File: config.mk
export PLATFORM = sky130hd
export DESIGN_NAME = digital_clock
export DESIGN_NICKNAME = d
export VERILOG_FILES = /design/src/rtl/clock_pkg.sv /design/src/rtl/btn_sync_edge.sv /design/src/rtl/digital_clock.sv
export SDC_FILE = /design/constraint.sdc
export NUM_CORES = 1
export LEC_CHECK = 0
export CAP_MARGIN = 20
export CORE_ASPECT_RATIO = 0.7
export CORE_MARGIN = 5
export CORE_UTILIZATION = 40
export CTS_CLUSTER_SIZE = 8
export DETAILED_ROUTE_END_ITERATION = 16
export PLACE_DENSITY_LB_ADDON = 0.15
export SYNTH_ARGS = -nofsm -noshare
export SYNTH_HDL_FRONTEND = slang
export SYNTH_SLANG_ARGS = --single-unit
File: constraint.sdc
create_clock -name clk100MHz -period 1.8 [get_ports clk100MHz]
set_input_delay 0.27 -clock clk100MHz [delete_from_list [all_inputs] [get_ports clk100MHz]]
set_output_delay 0.27 -clock clk100MHz [all_outputs]
set_load 0.02 [all_outputs]
File: src/rtl/clock_pkg.sv
// Shared types and BCD advance helpers for the HH:MM wall clock.
// Each helper wraps any out-of-range digit to 0 and carries, so forced invalid states self-heal.
package clock_pkg;

    typedef logic [3:0] bcd_t;

    localparam bcd_t MAX_TENMIN     = 4'd5;
    localparam bcd_t MAX_TENHR      = 4'd2;
    localparam bcd_t MAX_ONEHR_AT_2 = 4'd3;
    localparam bcd_t MAX_DIGIT      = 4'd9;

    typedef struct packed {
        bcd_t tenhr;
        bcd_t onehr;
        bcd_t tenmin;
        bcd_t onemin;
    } hhmm_t;

    function automatic hhmm_t adv_hour(input hhmm_t t);
        hhmm_t r;
        r = t;
        if (t.tenhr >= MAX_TENHR && t.onehr >= MAX_ONEHR_AT_2) begin
            r.tenhr = '0;
            r.onehr = '0;
        end else if (t.onehr >= MAX_DIGIT) begin
            r.onehr = '0;
            r.tenhr = t.tenhr + 4'd1;
        end else begin
            r.onehr = t.onehr + 4'd1;
        end
        return r;
    endfunction

    function automatic hhmm_t adv_tenmin(input hhmm_t t);
        hhmm_t r;
        if (t.tenmin >= MAX_TENMIN) begin
            r        = adv_hour(t);
            r.tenmin = '0;
        end else begin
            r        = t;
            r.tenmin = t.tenmin + 4'd1;
        end
        return r;
    endfunction

    function automatic hhmm_t adv_min(input hhmm_t t);
        hhmm_t r;
        if (t.onemin >= MAX_DIGIT) begin
            r        = adv_tenmin(t);
            r.onemin = '0;
        end else begin
            r        = t;
            r.onemin = t.onemin + 4'd1;
        end
        return r;
    endfunction

endpackage

File: src/rtl/btn_sync_edge.sv
// Two-flop synchronizer, optional stability filter, and rising-edge pulse for one async input.
// The filter accepts a new level only after it has differed from the accepted level for DEBOUNCE_CYCLES cycles.
module btn_sync_edge #(
    parameter int DEBOUNCE_CYCLES = 0
) (
    input  logic clk,
    input  logic rst,
    input  logic din,
    output logic pulse
);

    logic sync_p0;
    logic sync_p1;
    logic stable_p1;
    logic prev_p2;

    always_ff @(posedge clk) begin
        if (!rst) begin
            sync_p0 <= 1'b0;
            sync_p1 <= 1'b0;
            prev_p2 <= 1'b0;
        end else begin
            sync_p0 <= din;
            sync_p1 <= sync_p0;
            prev_p2 <= stable_p1;
        end
    end

    generate
        if (DEBOUNCE_CYCLES == 0) begin : g_nodeb
            assign stable_p1 = sync_p1;
        end else begin : g_deb
            localparam int CW = $clog2(DEBOUNCE_CYCLES + 1);
            logic [CW-1:0] deb_cnt;
            logic          deb_q;

            always_ff @(posedge clk) begin
                if (!rst) begin
                    deb_cnt <= '0;
                    deb_q   <= 1'b0;
                end else if (sync_p1 == deb_q) begin
                    deb_cnt <= '0;
                end else if (deb_cnt == CW'(DEBOUNCE_CYCLES - 1)) begin
                    deb_cnt <= '0;
                    deb_q   <= sync_p1;
                end else begin
                    deb_cnt <= deb_cnt + 1'b1;
                end
            end

            assign stable_p1 = deb_q;
        end
    endgenerate

    assign pulse = stable_p1 & ~prev_p2;

endmodule

File: src/rtl/digital_clock.sv
// 24-hour HH:MM clock driven by a sampled 1 Hz strobe, with +1 min and +10 min set buttons.
// One advance per cycle: tenminbtn beats minbtn beats the tick; a displaced tick advance waits in pending.
module digital_clock
    import clock_pkg::*;
#(
    parameter int SEC_PER_MIN     = 60,
    parameter int DEBOUNCE_CYCLES = 0
) (
    input  logic       clk100MHz,
    input  logic       rst,
    input  logic       clk1sec,
    input  logic       minbtn,
    input  logic       tenminbtn,
    output logic [3:0] tenhrout,
    output logic [3:0] onehrout,
    output logic [3:0] tenminout,
    output logic [3:0] oneminout
);

    logic       tick_p;
    logic       min_p;
    logic       tenmin_p;
    logic [5:0] sec_cnt;
    logic       sec_wrap;
    logic       pending;
    logic       pending_nxt;
    hhmm_t      now_q;
    hhmm_t      now_nxt;

    btn_sync_edge #(.DEBOUNCE_CYCLES(0)) u_sync_sec (
        .clk   (clk100MHz),
        .rst   (rst),
        .din   (clk1sec),
        .pulse (tick_p)
    );

    btn_sync_edge #(.DEBOUNCE_CYCLES(DEBOUNCE_CYCLES)) u_sync_min (
        .clk   (clk100MHz),
        .rst   (rst),
        .din   (minbtn),
        .pulse (min_p)
    );

    btn_sync_edge #(.DEBOUNCE_CYCLES(DEBOUNCE_CYCLES)) u_sync_tenmin (
        .clk   (clk100MHz),
        .rst   (rst),
        .din   (tenminbtn),
        .pulse (tenmin_p)
    );

    always_comb begin
        sec_wrap    = tick_p && (sec_cnt >= 6'(SEC_PER_MIN - 1));
        now_nxt     = now_q;
        pending_nxt = pending;
        if (tenmin_p) begin
            now_nxt     = adv_tenmin(now_q);
            pending_nxt = pending | sec_wrap;
        end else if (min_p) begin
            now_nxt     = adv_min(now_q);
            pending_nxt = pending | sec_wrap;
        end else if (sec_wrap || pending) begin
            now_nxt     = adv_min(now_q);
            // both at once can only happen with a tiny SEC_PER_MIN; keep one in reserve
            pending_nxt = sec_wrap & pending;
        end
    end

    always_ff @(posedge clk100MHz) begin
        if (!rst) begin
            sec_cnt <= '0;
            pending <= 1'b0;
            now_q   <= '0;
        end else begin
            if (tick_p) begin
                sec_cnt <= sec_wrap ? '0 : sec_cnt + 6'd1;
            end
            pending <= pending_nxt;
            now_q   <= now_nxt;
        end
    end

    assign tenhrout  = now_q.tenhr;
    assign onehrout  = now_q.onehr;
    assign tenminout = now_q.tenmin;
    assign oneminout = now_q.onemin;

endmodule

Yosys cells after proc, flatten, opt, wreduce, memory -nomap -nowiden
Index checks and enable logic that the tools add are counted.

word-level totals
  bits in registers = 32
  logic and storage cells = 53
  output and inout port bits = 16

operators by class
  bitwise operators = 9
  reductions and logical operators = 6
  magnitude comparators = 6
  add/sub/neg operators = 5
  multiplexer cells = 12

operators with widths
  cell                                                                    count
  16-bit two-way mux                                                      5
  4-bit by 1-bit adder with 4-bit output (second input constant)          4
  4-bit by 2-bit >= comparator with 1-bit output (second input constant)  2
  4-bit >= comparator (second input constant)                             2
  4-bit two-way mux                                                       2
  8-bit two-way mux                                                       1
  6-bit by 1-bit adder with 6-bit output (second input constant)          1
  6-bit >= comparator (second input constant)                             1
  6-bit two-way mux                                                       1
  1-bit AND                                                               4
  4-bit by 3-bit >= comparator with 1-bit output (second input constant)  1
  1-bit NOT                                                               4
  1-bit two-way mux                                                       3
  3-bit nonzero test                                                      1
  1-bit logical AND                                                       2
  2-bit AND reduction                                                     1
  2-bit nonzero test                                                      1
  1-bit logical OR                                                        1
  1-bit OR                                                                1

Logic depth before layout (Yosys ltp)
  word-level depth = 8
  mapped depth = 8
  mapped depth without buffers = 7

By module
A second synthesis with hierarchy kept.

unflattened totals
  cells, all modules = 163
  area total of the unflattened synthesis = 1,534.0 µm²

modules (own cells, without submodules)
  module         area each (µm²)  cells each  instances
  digital_clock  1,256.2          142         1
  btn_sync_edge  92.6             7           3

Worst setup path before layout
Ideal clock, no wire load.

  path type = reg2reg
  from = register now_q, in the netlist tenhrout[0]
  to = register now_q, in the netlist onehrout[0]
  setup time = 58 ps
  slack = -45 ps
  cell stages (with the launch flop) = 8
  arrival time = 1,786 ps
  data required time = 1,742 ps
  path through = dfxtp_1 inv_1 ha_1 or4_1 o31ai_2 a21boi_2 and3_1 o21a_1

on the way
  longest elaborated chain between the ends = 8

ends and longest elaborated chain
  item                                              RTL line             source
  start: declaration                                digital_clock.sv:27  hhmm_t now_q;
  start signal: assignment                          digital_clock.sv:78  now_q <= now_nxt;
  4-bit by 2-bit >= comparator with 1-bit output *  clock_pkg.sv:22      if (t.tenhr >= MAX_TENHR && t.onehr >= MAX_ONEHR_AT_2) begin
  1-bit logical AND *                               clock_pkg.sv:22
  8-bit two-way mux *                               clock_pkg.sv:22
  16-bit two-way mux *                              clock_pkg.sv:36      if (t.tenmin >= MAX_TENMIN) begin
  16-bit two-way mux                                clock_pkg.sv:48      if (t.onemin >= MAX_DIGIT) begin
  16-bit two-way mux                                digital_clock.sv:61  end else if (sec_wrap || pending) begin
  16-bit two-way mux                                digital_clock.sv:58  end else if (min_p) begin
  16-bit two-way mux *                              digital_clock.sv:55  if (tenmin_p) begin

Every way passes the cells marked *; elsewhere a longest branch is shown, timed or not. The select of a mux whose other input is x is not followed.
A chain may end at the register's enable or synchronous reset.

Worst setup path in the final report
Ends and elaborated chain as after synthesis.

==> impl_metrics.tcl <==
set metrics [dict create \
    maxSlewViolCount 0 \
    synth_edf_count 0 \
    multi_input_area_sq_um 853 \
    drt.antenna.violating_nets 0 \
    via_count 1293 \
    hpwl_um 2310 \
    cts_buffers 5 \
    syn-num-nets 185 \
    hold_viol_final 0 \
    synth_seq_area_share_pct 42.2 \
    grt_pass1_wl_um 5590 \
    final_area_sq_um 2030 \
    syn_area_sq_um 1520 \
    placedCellCount 244 \
    die_h_um 61.6 \
    ctsHoldBuffers 0 \
    synth_ff_type "dfxtp_1" \
    diodes 0 \
    die-area_sq_um 5150 \
    fin_worst_skew_ns 0.00618 \
    cts_buffer_depth 2 \
    grt_pass1_vias 1221 \
    maxCapViolations 0 \
    fin_util_pct 56.7 \
    cts_htree_levels 2 \
    arrival_ns 1.94 \
    cp-start-kind "flip-flop" \
    numClockSinks 32 \
    core_sq_um 3580 \
    period_needed_ns 1.70 \
    root_buffer "clkbuf_8" \
    instances_no_fill 254 \
    start_util_pct 42.4 \
    clkTransAtPathRegs_ns 0.07 \
    run_status "complete, no violations" \
    fillers 332 \
    globalplace.congestion 0.784 \
    cp_max_fo 5 \
    layout_commonest_cell "dfxtp_1" \
    grt_max_degree 27 \
    rows 18 \
    track_usage_pct 13.8 \
    fin_nets 220 \
    cellLeakagePower_nw 0.798 \
    post_drt_wl_per_cell_um 12.8 \
    slew_headroom_pct 73.9 \
    required_ns 2.03 \
    clkLatencyLatePin_ns 0.28 \
    final_cell_mix "dfxtp_1 (28), clkdlybuf4s50_1 (20), nand2_1 (18)" \
    regArea_sq_um 648 \
    powerDensity_nw_per_um2 768 \
    synth.avg_cell_area_sq_um 9.04 \
    min_path_cells 1 \
    synth_async_sr_flop_share_pct 0 \
    antenna_found_initial 0 \
    path_class "reg2reg" \
    syn_to_final_growth_pct 33.7 \
    synth.distinct_cells 42 \
    rsz0062_at_grt "yes" \
    overflow 0 \
    synthCells 168 \
    hold_path_class "reg2reg" \
    setup_violations 0 \
    drt_iter0_markers 59 \
    drcViolationCount 0 \
    worst-r2r-cell-count 7 \
    port_buffers 20 \
    drive_gt1_share_pct 18.1 \
    max_freq_mhz 587 \
    cp-end-kind "flip-flop" \
    worstMarginPinSlew_ns 0.392 \
    ys_ff_latch 32 \
    yosys_warnings 0 \
    placed_area_sq_um 1840 \
    wl_um 3250 \
    peakVddDrop_uv 462 \
    cts_tree "done" \
    fp.dieW_um 83.7 \
    dr.pass1.iters 4 \
    routed_via_density 5.09 \
    finalPower_mw 1.56 \
    ios 21 \
    finalCritPeriodShare_pct 94.6 \
]
[logic make-up after synthesis]
kind of cell	Yosys count	synth area share, %
adders and majority gates	13	10.5
DFF	32	42.2
buffers and inverters	17	4.69
xor gates and xnor gates	3	1.73
AOI/OAI and AO/OA	33	16.8
and+or+nand+nor	70	24.1
[sequential cells by signal, summed over array words and instances, names as in the netlist]
| register | count |
|---|---|
| u_sync_tenmin.stable_p1 | 1 |
| tenminout | 4 |
| onehrout | 4 |
| u_sync_tenmin.prev_p2 | 1 |
| u_sync_min.stable_p1 | 1 |
| u_sync_sec.stable_p1 | 1 |
| u_sync_sec.sync_p0 | 1 |
| u_sync_min.sync_p0 | 1 |
| pending | 1 |
| u_sync_min.prev_p2 | 1 |
| oneminout | 4 |
| u_sync_sec.prev_p2 | 1 |
| tenhrout | 4 |
| u_sync_tenmin.sync_p0 | 1 |
| sec_cnt | 6 |
[path summary, 6_finish.rpt]
kind,startpoint,end,slack (ns)
max,tenhrout[0],onehrout[0],0.1
max reg2reg,tenhrout[0],onehrout[0],0.1
min,u_sync_min.sync_p0,u_sync_min.stable_p1,0.44
min reg2reg,u_sync_min.sync_p0,u_sync_min.stable_p1,0.44
[cells in the mapped netlist, types with 2 or more instances]
master / instances / area, sq um
a21boi_0: 2 / 15.0
a21oi_1: 7 / 35.0
a41oi_1: 2 / 17.5
and2_1: 10 / 62.6
and3_1: 2 / 12.5
clkbuf_1: 4 / 15.0
dfxtp_1: 32 / 641
ha_1: 12 / 150
inv_1: 12 / 45.0
nand2_1: 18 / 67.6
nand2b_1: 6 / 37.5
nand3_1: 4 / 20.0
nand4_1: 4 / 25.0
nor2_1: 12 / 45.0
nor2b_1: 3 / 18.8
nor3_1: 3 / 15.0
o21ai_0: 2 / 10.0
o22ai_1: 4 / 25.0
o31ai_1: 3 / 22.5
or3_1: 3 / 18.8
xor2_1: 2 / 17.5
[metrics by stage]
| stage | setup TNS (ns) | hold slack (ns) | worst slack [ns] |
|---|---|---|---|
| floorplan | 0 | 0.392 | 0.00317 |
| global placement | 0 | 0.417 | 0.0883 |
| detailed placement | 0 | 0.423 | 0.0181 |
| CTS | 0 | 0.439 | 0.0382 |
| global route | -0.0189 | 0.472 | -0.0189 |
| finish | 0 | 0.436 | 0.0973 |
[routing by layer]
| metal | GRT usage, % | up-vias | share of wire, % |
|---|---|---|---|
| met5 | 0 | - | 0 |
| met4 | 6.19 | 0 | 1.3 |
| met3 | 4.14 | 5 | 5.7 |
| met2 | 22.0 | 32 | 43 |
| met1 | 17.8 | 607 | 50 |
| li1 | - | 649 | - |
[report_power, final]
group          internal, mW  switching [mW]  leakage (nW)
logic                0.0321          0.0421         0.472
registers             0.718         0.00594         0.262
clock network         0.488           0.273        0.0645
total                  1.24           0.321         0.798
[critical path: stages (launching register included)]
cell and delay [ns]:
dfxtp_2 0.36, inv_1 0.06, ha_1 0.18, or4_1 0.42, o31ai_2 0.09, a21boi_4 0.27, and3_1 0.18, o21a_1 0.10
[layout make-up]
| cell class | count | share of cell area, % |
|---|---|---|
| clock buffers | 7 | 4.74 |
| inverters | 12 | 2.22 |
| well taps | 50 | 3.08 |
| multi-input cells | 119 | 42.0 |
| clock inverters | 1 | 1.48 |
| repair buffers | 33 | 14.5 |
| flip-flops and latches | 32 | 31.9 |
[repair_timing]
action / CTS / global route
endpoints found under the hold margin: 0 / 0
cloned: 0 / 1
resized for setup: 1 / 12
pin swaps: 0 / 3
setup buffers: 0 / 1
setup endpoints to repair: 1 / 8
No activity file was read; power rests on OpenSTA's default activity.
